===== src/rtl/axi_test_pkg.sv =====
// rtl/axi_test_pkg.sv - shared state type, AXI constants and helpers for axi_test_ctrl
package axi_test_pkg;

  typedef enum logic [2:0] {
    ST_IDLE,
    ST_AW,
    ST_W,
    ST_B,
    ST_AR,
    ST_R,
    ST_DONE
  } state_t;

  localparam logic [1:0] AXI_RESP_OKAY  = 2'b00;
  localparam logic [1:0] AXI_BURST_INCR = 2'b01;
  localparam int         PAT_MAX_W      = 512;

  // Beat data is the beat's own byte address replicated across the widest bus.
  function automatic logic [PAT_MAX_W-1:0] beat_pattern(input logic [31:0] addr);
    return {(PAT_MAX_W/32){addr}};
  endfunction

  function automatic logic [15:0] sat_add16(input logic [15:0] cnt, input logic [1:0] inc);
    logic [16:0] sum;
    sum = {1'b0, cnt} + {15'd0, inc};
    return sum[16] ? 16'hFFFF : sum[15:0];
  endfunction

endpackage


===== src/rtl/axi_test_ctrl_if.sv =====
// rtl/axi_test_ctrl_if.sv - AXI4 master bundle for axi_test_ctrl
// Read channels exist only when AXI_TEST_RDCHK_EN is defined.
interface axi_test_ctrl_if #(
  parameter int ADDR_W = 40,
  parameter int DATA_W = 128
);
  logic [ADDR_W-1:0]   awaddr;
  logic [7:0]          awlen;
  logic [2:0]          awsize;
  logic [1:0]          awburst;
  logic                awvalid;
  logic                awready;
  logic [DATA_W-1:0]   wdata;
  logic [DATA_W/8-1:0] wstrb;
  logic                wlast;
  logic                wvalid;
  logic                wready;
  logic [1:0]          bresp;
  logic                bvalid;
  logic                bready;
`ifdef AXI_TEST_RDCHK_EN
  logic [ADDR_W-1:0]   araddr;
  logic [7:0]          arlen;
  logic [2:0]          arsize;
  logic [1:0]          arburst;
  logic                arvalid;
  logic                arready;
  logic [DATA_W-1:0]   rdata;
  logic [1:0]          rresp;
  logic                rlast;
  logic                rvalid;
  logic                rready;

  modport master (
    output awaddr, awlen, awsize, awburst, awvalid, wdata, wstrb, wlast, wvalid, bready,
    output araddr, arlen, arsize, arburst, arvalid, rready,
    input  awready, wready, bresp, bvalid, arready, rdata, rresp, rlast, rvalid
  );
  modport slave (
    input  awaddr, awlen, awsize, awburst, awvalid, wdata, wstrb, wlast, wvalid, bready,
    input  araddr, arlen, arsize, arburst, arvalid, rready,
    output awready, wready, bresp, bvalid, arready, rdata, rresp, rlast, rvalid
  );
`else
  modport master (
    output awaddr, awlen, awsize, awburst, awvalid, wdata, wstrb, wlast, wvalid, bready,
    input  awready, wready, bresp, bvalid
  );
  modport slave (
    input  awaddr, awlen, awsize, awburst, awvalid, wdata, wstrb, wlast, wvalid, bready,
    output awready, wready, bresp, bvalid
  );
`endif
endinterface


===== src/rtl/axi_test_blen.sv =====
// rtl/axi_test_blen.sv - next INCR burst length: min(remaining, MAX_BURST, beats to 4KB edge)
module axi_test_blen #(
  parameter int DATA_W    = 128,
  parameter int MAX_BURST = 16,
  parameter int SIZE_W    = 32
) (
  input  logic [11:0]       addr_lo,
  input  logic [SIZE_W-1:0] remaining,
  output logic [8:0]        len
);
  localparam int LSB = $clog2(DATA_W/8);

  logic [12:0]       to_bnd;
  logic [SIZE_W-1:0] lim;

  always_comb begin
    to_bnd = (13'h1000 - {1'b0, addr_lo}) >> LSB;
    lim    = SIZE_W'(MAX_BURST);
    if (SIZE_W'(to_bnd) < lim) lim = SIZE_W'(to_bnd);
    if (remaining < lim) lim = remaining;
    len = 9'(lim);
  end
endmodule


===== src/rtl/axi_test_ctrl.sv =====
// rtl/axi_test_ctrl.sv - bring-up AXI4 pattern writer with optional read-back check
// Define AXI_TEST_RDCHK_EN to add the read/compare phase after the write walk.
module axi_test_ctrl
  import axi_test_pkg::*;
#(
  parameter int ADDR_W    = 40,
  parameter int DATA_W    = 128,
  parameter int MAX_BURST = 16,
  parameter int SIZE_W    = 32
) (
  input  logic              clk,
  input  logic              rst,
  input  logic              test_en,
  input  logic [ADDR_W-1:0] test_addr,
  input  logic [SIZE_W-1:0] test_size,
  output logic              busy,
  output logic              done,
  output logic              err,
  output logic [15:0]       err_cnt,
  axi_test_ctrl_if.master   m
);
  localparam int BEAT_B = DATA_W/8;
  localparam int LSB    = $clog2(BEAT_B);

  state_t            state, state_nx;
  logic [ADDR_W-1:0] cur_addr;
  logic [SIZE_W-1:0] remaining;
  logic [8:0]        burst_len, beat_cnt, next_len;
  logic [31:0]       beat_addr;
  logic [SIZE_W:0]   size_round;
  logic [SIZE_W-1:0] start_beats;
  logic [DATA_W-1:0] pat_data;
  logic              last_beat, aw_hs, w_hs, b_hs;
`ifdef AXI_TEST_RDCHK_EN
  logic [ADDR_W-1:0] base_addr;
  logic [SIZE_W-1:0] total_beats;
  logic              ar_hs, r_hs;
  logic [1:0]        err_inc;
`endif

  assign size_round  = {1'b0, test_size} + (SIZE_W+1)'(BEAT_B-1);
  assign start_beats = SIZE_W'(size_round >> LSB);
  assign pat_data    = DATA_W'(beat_pattern(beat_addr));
  assign last_beat   = (beat_cnt == burst_len - 9'd1);

  axi_test_blen #(.DATA_W(DATA_W), .MAX_BURST(MAX_BURST), .SIZE_W(SIZE_W)) u_blen (
    .addr_lo   (cur_addr[11:0]),
    .remaining (remaining),
    .len       (next_len)
  );

  assign busy      = (state != ST_IDLE);
  assign done      = (state == ST_DONE);
  assign m.awvalid = (state == ST_AW);
  assign m.awaddr  = cur_addr;
  assign m.awlen   = 8'(next_len - 9'd1);
  assign m.awsize  = 3'(LSB);
  assign m.awburst = AXI_BURST_INCR;
  assign m.wvalid  = (state == ST_W);
  assign m.wdata   = pat_data;
  assign m.wstrb   = '1;
  assign m.wlast   = last_beat;
  assign m.bready  = (state == ST_B);
  assign aw_hs     = m.awvalid & m.awready;
  assign w_hs      = m.wvalid & m.wready;
  assign b_hs      = m.bready & m.bvalid;
`ifdef AXI_TEST_RDCHK_EN
  assign m.arvalid = (state == ST_AR);
  assign m.araddr  = cur_addr;
  assign m.arlen   = 8'(next_len - 9'd1);
  assign m.arsize  = 3'(LSB);
  assign m.arburst = AXI_BURST_INCR;
  assign m.rready  = (state == ST_R);
  assign ar_hs     = m.arvalid & m.arready;
  assign r_hs      = m.rready & m.rvalid;
  // Bad data/resp is one error per beat; a misplaced rlast adds one more.
  assign err_inc   = {1'b0, (m.rdata != pat_data) || (m.rresp != AXI_RESP_OKAY)}
                   + {1'b0, m.rlast != last_beat};
`endif

  always_ff @(posedge clk or posedge rst) begin
    if (rst) state <= ST_IDLE;
    else     state <= state_nx;
  end

  always_comb begin
    state_nx = state;
    case (state)
      ST_IDLE: if (test_en) state_nx = (start_beats == '0) ? ST_DONE : ST_AW;
      ST_AW:   if (aw_hs) state_nx = ST_W;
      ST_W:    if (w_hs && last_beat) state_nx = ST_B;
      ST_B: begin
        if (b_hs) begin
          if (remaining != '0) state_nx = ST_AW;
`ifdef AXI_TEST_RDCHK_EN
          else state_nx = ST_AR;
`else
          else state_nx = ST_DONE;
`endif
        end
      end
`ifdef AXI_TEST_RDCHK_EN
      ST_AR:   if (ar_hs) state_nx = ST_R;
      ST_R: begin
        if (r_hs && last_beat)
          state_nx = (remaining == SIZE_W'(burst_len)) ? ST_DONE : ST_AR;
      end
`endif
      ST_DONE: state_nx = ST_IDLE;
      default: state_nx = ST_IDLE;
    endcase
  end

  always_ff @(posedge clk or posedge rst) begin
    if (rst) begin
      cur_addr    <= '0;
      remaining   <= '0;
      burst_len   <= '0;
      beat_cnt    <= '0;
      beat_addr   <= '0;
      err         <= 1'b0;
      err_cnt     <= '0;
`ifdef AXI_TEST_RDCHK_EN
      base_addr   <= '0;
      total_beats <= '0;
`endif
    end else begin
      case (state)
        ST_IDLE: begin
          if (test_en) begin
            cur_addr    <= test_addr & ~ADDR_W'(BEAT_B-1);
            remaining   <= start_beats;
            err         <= 1'b0;
            err_cnt     <= '0;
`ifdef AXI_TEST_RDCHK_EN
            base_addr   <= test_addr & ~ADDR_W'(BEAT_B-1);
            total_beats <= start_beats;
`endif
          end
        end
        ST_AW: begin
          if (aw_hs) begin
            burst_len <= next_len;
            beat_cnt  <= '0;
            beat_addr <= 32'(cur_addr);
          end
        end
        ST_W: begin
          if (w_hs) begin
            beat_cnt  <= beat_cnt + 9'd1;
            beat_addr <= beat_addr + 32'(BEAT_B);
            if (last_beat) begin
              cur_addr  <= cur_addr + (ADDR_W'(burst_len) << LSB);
              remaining <= remaining - SIZE_W'(burst_len);
            end
          end
        end
        ST_B: begin
          if (b_hs) begin
            if (m.bresp != AXI_RESP_OKAY) begin
              err     <= 1'b1;
              err_cnt <= sat_add16(err_cnt, 2'd1);
            end
`ifdef AXI_TEST_RDCHK_EN
            // Write walk finished: rewind to re-walk the same region for reads.
            if (remaining == '0) begin
              cur_addr  <= base_addr;
              remaining <= total_beats;
            end
`endif
          end
        end
`ifdef AXI_TEST_RDCHK_EN
        ST_AR: begin
          if (ar_hs) begin
            burst_len <= next_len;
            beat_cnt  <= '0;
            beat_addr <= 32'(cur_addr);
          end
        end
        ST_R: begin
          if (r_hs) begin
            beat_cnt  <= beat_cnt + 9'd1;
            beat_addr <= beat_addr + 32'(BEAT_B);
            if (err_inc != 2'd0) begin
              err     <= 1'b1;
              err_cnt <= sat_add16(err_cnt, err_inc);
            end
            if (last_beat) begin
              cur_addr  <= cur_addr + (ADDR_W'(burst_len) << LSB);
              remaining <= remaining - SIZE_W'(burst_len);
            end
          end
        end
`endif
        default: ;
      endcase
    end
  end
endmodule

===== src/flat_wrapper.sv =====
// flat-port wrapper written by rule: the top's interface ports become plain ports
module axi_test_ctrl_flat import axi_test_pkg::*;
#(
  parameter int ADDR_W    = 40,
  parameter int DATA_W    = 128,
  parameter int MAX_BURST = 16,
  parameter int SIZE_W    = 32
)
  (clk, rst, test_en, test_addr, test_size, busy, done, err, err_cnt, m_awaddr, m_awlen, m_awsize, m_awburst, m_awvalid, m_wdata, m_wstrb, m_wlast, m_wvalid, m_bready, m_awready, m_wready, m_bresp, m_bvalid);
  axi_test_ctrl_if #(.ADDR_W(ADDR_W), .DATA_W(DATA_W)) m_i ();
  input  logic clk;
  input  logic rst;
  input  logic test_en;
  input  logic [ADDR_W-1:0] test_addr;
  input  logic [SIZE_W-1:0] test_size;
  output logic busy;
  output logic done;
  output logic err;
  output logic [15:0] err_cnt;
  output wire logic [$bits(m_i.awaddr)-1:0] m_awaddr;
  output wire logic [$bits(m_i.awlen)-1:0] m_awlen;
  output wire logic [$bits(m_i.awsize)-1:0] m_awsize;
  output wire logic [$bits(m_i.awburst)-1:0] m_awburst;
  output wire logic [$bits(m_i.awvalid)-1:0] m_awvalid;
  output wire logic [$bits(m_i.wdata)-1:0] m_wdata;
  output wire logic [$bits(m_i.wstrb)-1:0] m_wstrb;
  output wire logic [$bits(m_i.wlast)-1:0] m_wlast;
  output wire logic [$bits(m_i.wvalid)-1:0] m_wvalid;
  output wire logic [$bits(m_i.bready)-1:0] m_bready;
  input wire logic [$bits(m_i.awready)-1:0] m_awready;
  input wire logic [$bits(m_i.wready)-1:0] m_wready;
  input wire logic [$bits(m_i.bresp)-1:0] m_bresp;
  input wire logic [$bits(m_i.bvalid)-1:0] m_bvalid;
  assign m_awaddr = m_i.awaddr;
  assign m_awlen = m_i.awlen;
  assign m_awsize = m_i.awsize;
  assign m_awburst = m_i.awburst;
  assign m_awvalid = m_i.awvalid;
  assign m_wdata = m_i.wdata;
  assign m_wstrb = m_i.wstrb;
  assign m_wlast = m_i.wlast;
  assign m_wvalid = m_i.wvalid;
  assign m_bready = m_i.bready;
  assign m_i.awready = m_awready;
  assign m_i.wready = m_wready;
  assign m_i.bresp = m_bresp;
  assign m_i.bvalid = m_bvalid;
  axi_test_ctrl #(.ADDR_W(ADDR_W), .DATA_W(DATA_W), .MAX_BURST(MAX_BURST), .SIZE_W(SIZE_W)) u_core (.clk(clk), .rst(rst), .test_en(test_en), .test_addr(test_addr), .test_size(test_size), .busy(busy), .done(done), .err(err), .err_cnt(err_cnt), .m(m_i));
endmodule

===== config.mk =====
export PLATFORM = sky130hd
export DESIGN_NAME = axi_test_ctrl_flat
export DESIGN_NICKNAME = d
export VERILOG_FILES = /design/src/rtl/axi_test_pkg.sv /design/src/rtl/axi_test_ctrl_if.sv /design/src/rtl/axi_test_blen.sv /design/src/rtl/axi_test_ctrl.sv /design/src/flat_wrapper.sv
export SDC_FILE = /design/constraint.sdc
export NUM_CORES = 1
export LEC_CHECK = 0
export ABC_CLOCK_PERIOD_IN_PS = 9750
export BUFFER_PORTS_ARGS = -buffer_cell sky130_fd_sc_hd__buf_2
export CORE_MARGIN = 2
export CORE_UTILIZATION = 25
export CTS_CLUSTER_DIAMETER = 80
export DETAILED_ROUTE_END_ITERATION = 6
export HOLD_SLACK_MARGIN = 0.05
export PLACE_DENSITY_LB_ADDON = 0.12
export SYNTH_ARGS = -nofsm -noshare
export SYNTH_HDL_FRONTEND = slang
export SYNTH_SLANG_ARGS = --single-unit

===== constraint.sdc =====
create_clock -name clk -period 9.75 [get_ports clk]
set_input_delay 0.975 -clock clk [delete_from_list [all_inputs] [get_ports clk]]
set_output_delay 0.975 -clock clk [all_outputs]
set_load 0.005 [all_outputs]

==> impl_results.md <==
- Flops & latches, synth: 135
- Slew headroom: 38.3%
- Cells along the critical path: inv_1 > ha_1 > nor3b_1 > mux2i_1 > nor2_1 > nand2_1 > ha_1 > o21ai_0 > a31oi_1 > nor2_1 > o21ai_2 > mux2i_1 > ha_1 > nand2b_1 > nor4_1 > xnor2_1 > mux2i_1 > buf_2
- Die width: 211 um
- Largest net degree at the start of global routing: 86
- Netlist cell types: 91
- Sw frac: 44.2%
- Combinational share of power: 46.8%
- Pwr Density: 288 nW/um^2
- Iteration-0 DRC Markers: 532
- Largest family of logic cells by synthesized area: compound AO/OA/AOI/OAI gates
- Critical path's slowest cell: o21ai_2
- Final slew viol count: 0
- Num rows: 76
- Ranking of synthesized cells by area: dfrtp_1 (31%), buf_4 (8.9%), a21oi_1 (5.4%), nor2_1 (4.4%), nand2_1 (4.2%)
- Clock buffer count from CTS: 17
- Clock slew at reported path FFs: 0.06 ns
- IR drop worst, VDD: 0.137 mV
- First-pass GRT wire length: 56000 um
- DIE AREA: 44700 um^2
- Worst path buffer plus inverter count: 2
- Period utilization: 61.0%
- WL final: 36200 um
- Gr usage total: 16.2%
- TNS Setup: 0 ns
- Pleak: 0.00544 uW
- Fin nets: 1585
- CP max stage delay: 0.69 ns
- Synthesized-area fraction occupied by adder cells: 4.21%
- Most common cell after layout, fill and taps aside: buf_2
- Core area: 42800 um^2
- DRC violations left: 0
- Wire per inst: 17.8 um
- Clock Latency Late Sink: 0.45 ns
- YS warnings: 0
- # resized after CTS: 0
- Synth Cell Area: 10800 um^2
- Antenna violations before repair: 1
- Worst path required time: 8.78 ns
- Initial Util: 25.1%
- GPL Wtd Cong: 0.814
- Internal power: 2000 uW
- CTS tree: built
- Most frequent cells in the layout: buf_2 (270), dfrtp_1 (135), nor2_1 (125)
- CP Launch Type: register
- Fmax: 168 MHz
- Synth Area in Compound Gates: 23.9%
- Via count: 10200
- # clock sinks: 135
- Vias in the first global route: 9490
- Wl on met1: 17100 um
- Final core occ: 29.2%
- Largest area contributor in the netlist: dfrtp_1
- Final hold vios: 0
- Clock Tree Root: clkbuf_16
- Share of total power in the clock network: 21.4%
- Worst Skew: 0.0107 ns
- Max Buffers Root-to-Sink: 2
- Switching pwr: 1590 uW
- Mapped Avg Cell Area: 8.09 um^2
- Post-synth top area share: 31.4%
- Antenna diode count: 0
- Register area share after synthesis: 31.4%
- Highest Signal Layer: met5
- CP Max Fanout: 17
- MaxCap Viol Count: 0
- Vias per std cell: 5.02
- Worst setup EP type: output pin
- CP arrival: 4.97 ns
- Multiplexer area fraction after synthesis: 1.10%
- Final Setup Violations: 0
- Sequential share of power: 31.8%
- Synthesis-to-layout area growth: 15.9%
- Xor-xnor portion of the synthesized cell area: 4.39%
- Cts hold-fix bufs: 0
- Global route overflow: 0
- Outcome: finished clean
- Postcts setup bufs: 0
- Fraction of registers with async set/reset: 100%
- RSZ-0062 raised after global routing: false
- Die span in y: 211 um
- Worst-margin pin slew: 0.922 ns
- Ys flop type: dfrtp_1
- Synth Area in Simple Gates: 22.4%
- Syn Inst Count: 1331
- Setup Crit Path Kind: reg2out
- Antenna-violating nets left: 0
- WL met3: 1560 um
- Routed wl met2: 16900 um
- Io pins: 300
- Largest delay share family, worst path: simple AND/OR/NAND/NOR gates
- TritonRoute pass-1 iters: 5
- Fin crit period: 5.95 ns
- Layout cells sized above 1: 24.3%
- H-tree depth: 4
- Post-synth EDFFs: 0
- IO buf count: 270
- Final HPWL DP: 26300 um
- Hold Crit Class: reg2reg
[layer usage]
layer / vias up / global-route usage (%)
met5: - / 0
met1: 4880 / 21.8
met3: 34 / 3.01
met4: 2 / 4.59
li1: 4985 / -
met2: 280 / 26.5
[cells in the mapped netlist (all sizes together) (10+ instances only)]
cell type,number
dfrtp,135
nor3b,10
o21ai,87
nand4,22
and2,16
a31oi,22
nand2b,12
nand3,49
xnor2,29
and4,12
nor3,36
nand2,120
buf,144
a311oi,14
inv,33
clkbuf,46
and3,14
nor4,16
ha,33
xor2,25
a21oi,117
a211oi,17
o22ai,28
nor2,129
[state kept, by name, summed over array words and instances, names as in the netlist]
name,flops
u_core.remaining,32
u_core.err,1
u_core.burst_len,9
u_core.state,3
u_core.err_cnt,16
u_core.beat_addr,29
u_core.beat_cnt,9
u_core.m.awaddr,36
[cells by family (layout without fill, tap and decap cells)]
logic type / after synthesis / after routing
multiplexers: 11 / 11
adder cells (fa/ha/maj): 35 / 35
flip-flops: 135 / 135
AO/OA/AOI/OAI: 396 / 396
XOR/XNOR: 54 / 54
buffers and inverters: 224 / 349
other: 2 / 29
AND/OR/NAND/NOR: 474 / 474
[final cells by class]
| type | count | area, um^2 |
|---|---|---|
| Fill cell | 4666 | 30300 |
| Timing Repair Buffer | 283 | 1450 |
| Tap cell | 546 | 683 |
| Sequential cell | 135 | 3380 |
| Inverter | 34 | 135 |
| Clock inverter | 13 | 225 |
| Multi-Input combinational cell | 999 | 6150 |
| Clock buffer | 19 | 453 |
[worst min-delay path, cell delays in order, from the launching register on]
cell     delay [ns]
dfrtp_1        0.35
nand2_1        0.05
nand2_1        0.06
[per-stage QoR]
stage          total power, uW  setup WS [ns]  cells  hold slack (ns)  instance area [um^2]
2_1_floorplan             2370           5.16   1358            0.471                 10900
3_3_place_gp              2840           4.26   1997            0.462                 11800
3_5_place_dp              2850           4.28   1997            0.460                 11800
4_1_cts                   3640           3.75   2029            0.487                 12500
5_1_grt                   3920           3.40   2029            0.527                 12500
6_report                  3590           3.80   2029            0.488                 12500
[path summary, 6_finish.rpt]
path | end | from | depth (start not counted) | slack, ns
min reg2reg | u_core.err$_DFFE_PP0P_ | u_core.err$_DFFE_PP0P_ | 2 | 0.49
max | m_awlen[6] | u_core.m.awaddr[4]$_DFFE_PP0P_ | 18 | 3.80
max in group asynchronous | u_core.err_cnt[0]$_DFFE_PP0P_ | rst | 3 | 7.79
min | u_core.err$_DFFE_PP0P_ | u_core.err$_DFFE_PP0P_ | 2 | 0.49
min in group asynchronous | u_core.beat_addr[2]$_DFFE_PP0P_ | rst | 2 | 0.64
max reg2reg | u_core.remaining[24]$_DFFE_PP0P_ | u_core.burst_len[1]$_DFFE_PP0P_ | 11 | 5.90
[power groups by stage]
stage	clock network, uW	registers (uW)	logic (uW)
after floorplan	0	1040	1320
after global placement	0	1150	1690
after detailed placement	0	1150	1700
after CTS	795	1150	1700
after global routing	815	1190	1910
final	769	1140	1680
Note: power is estimated with default switching activity, not from simulation.
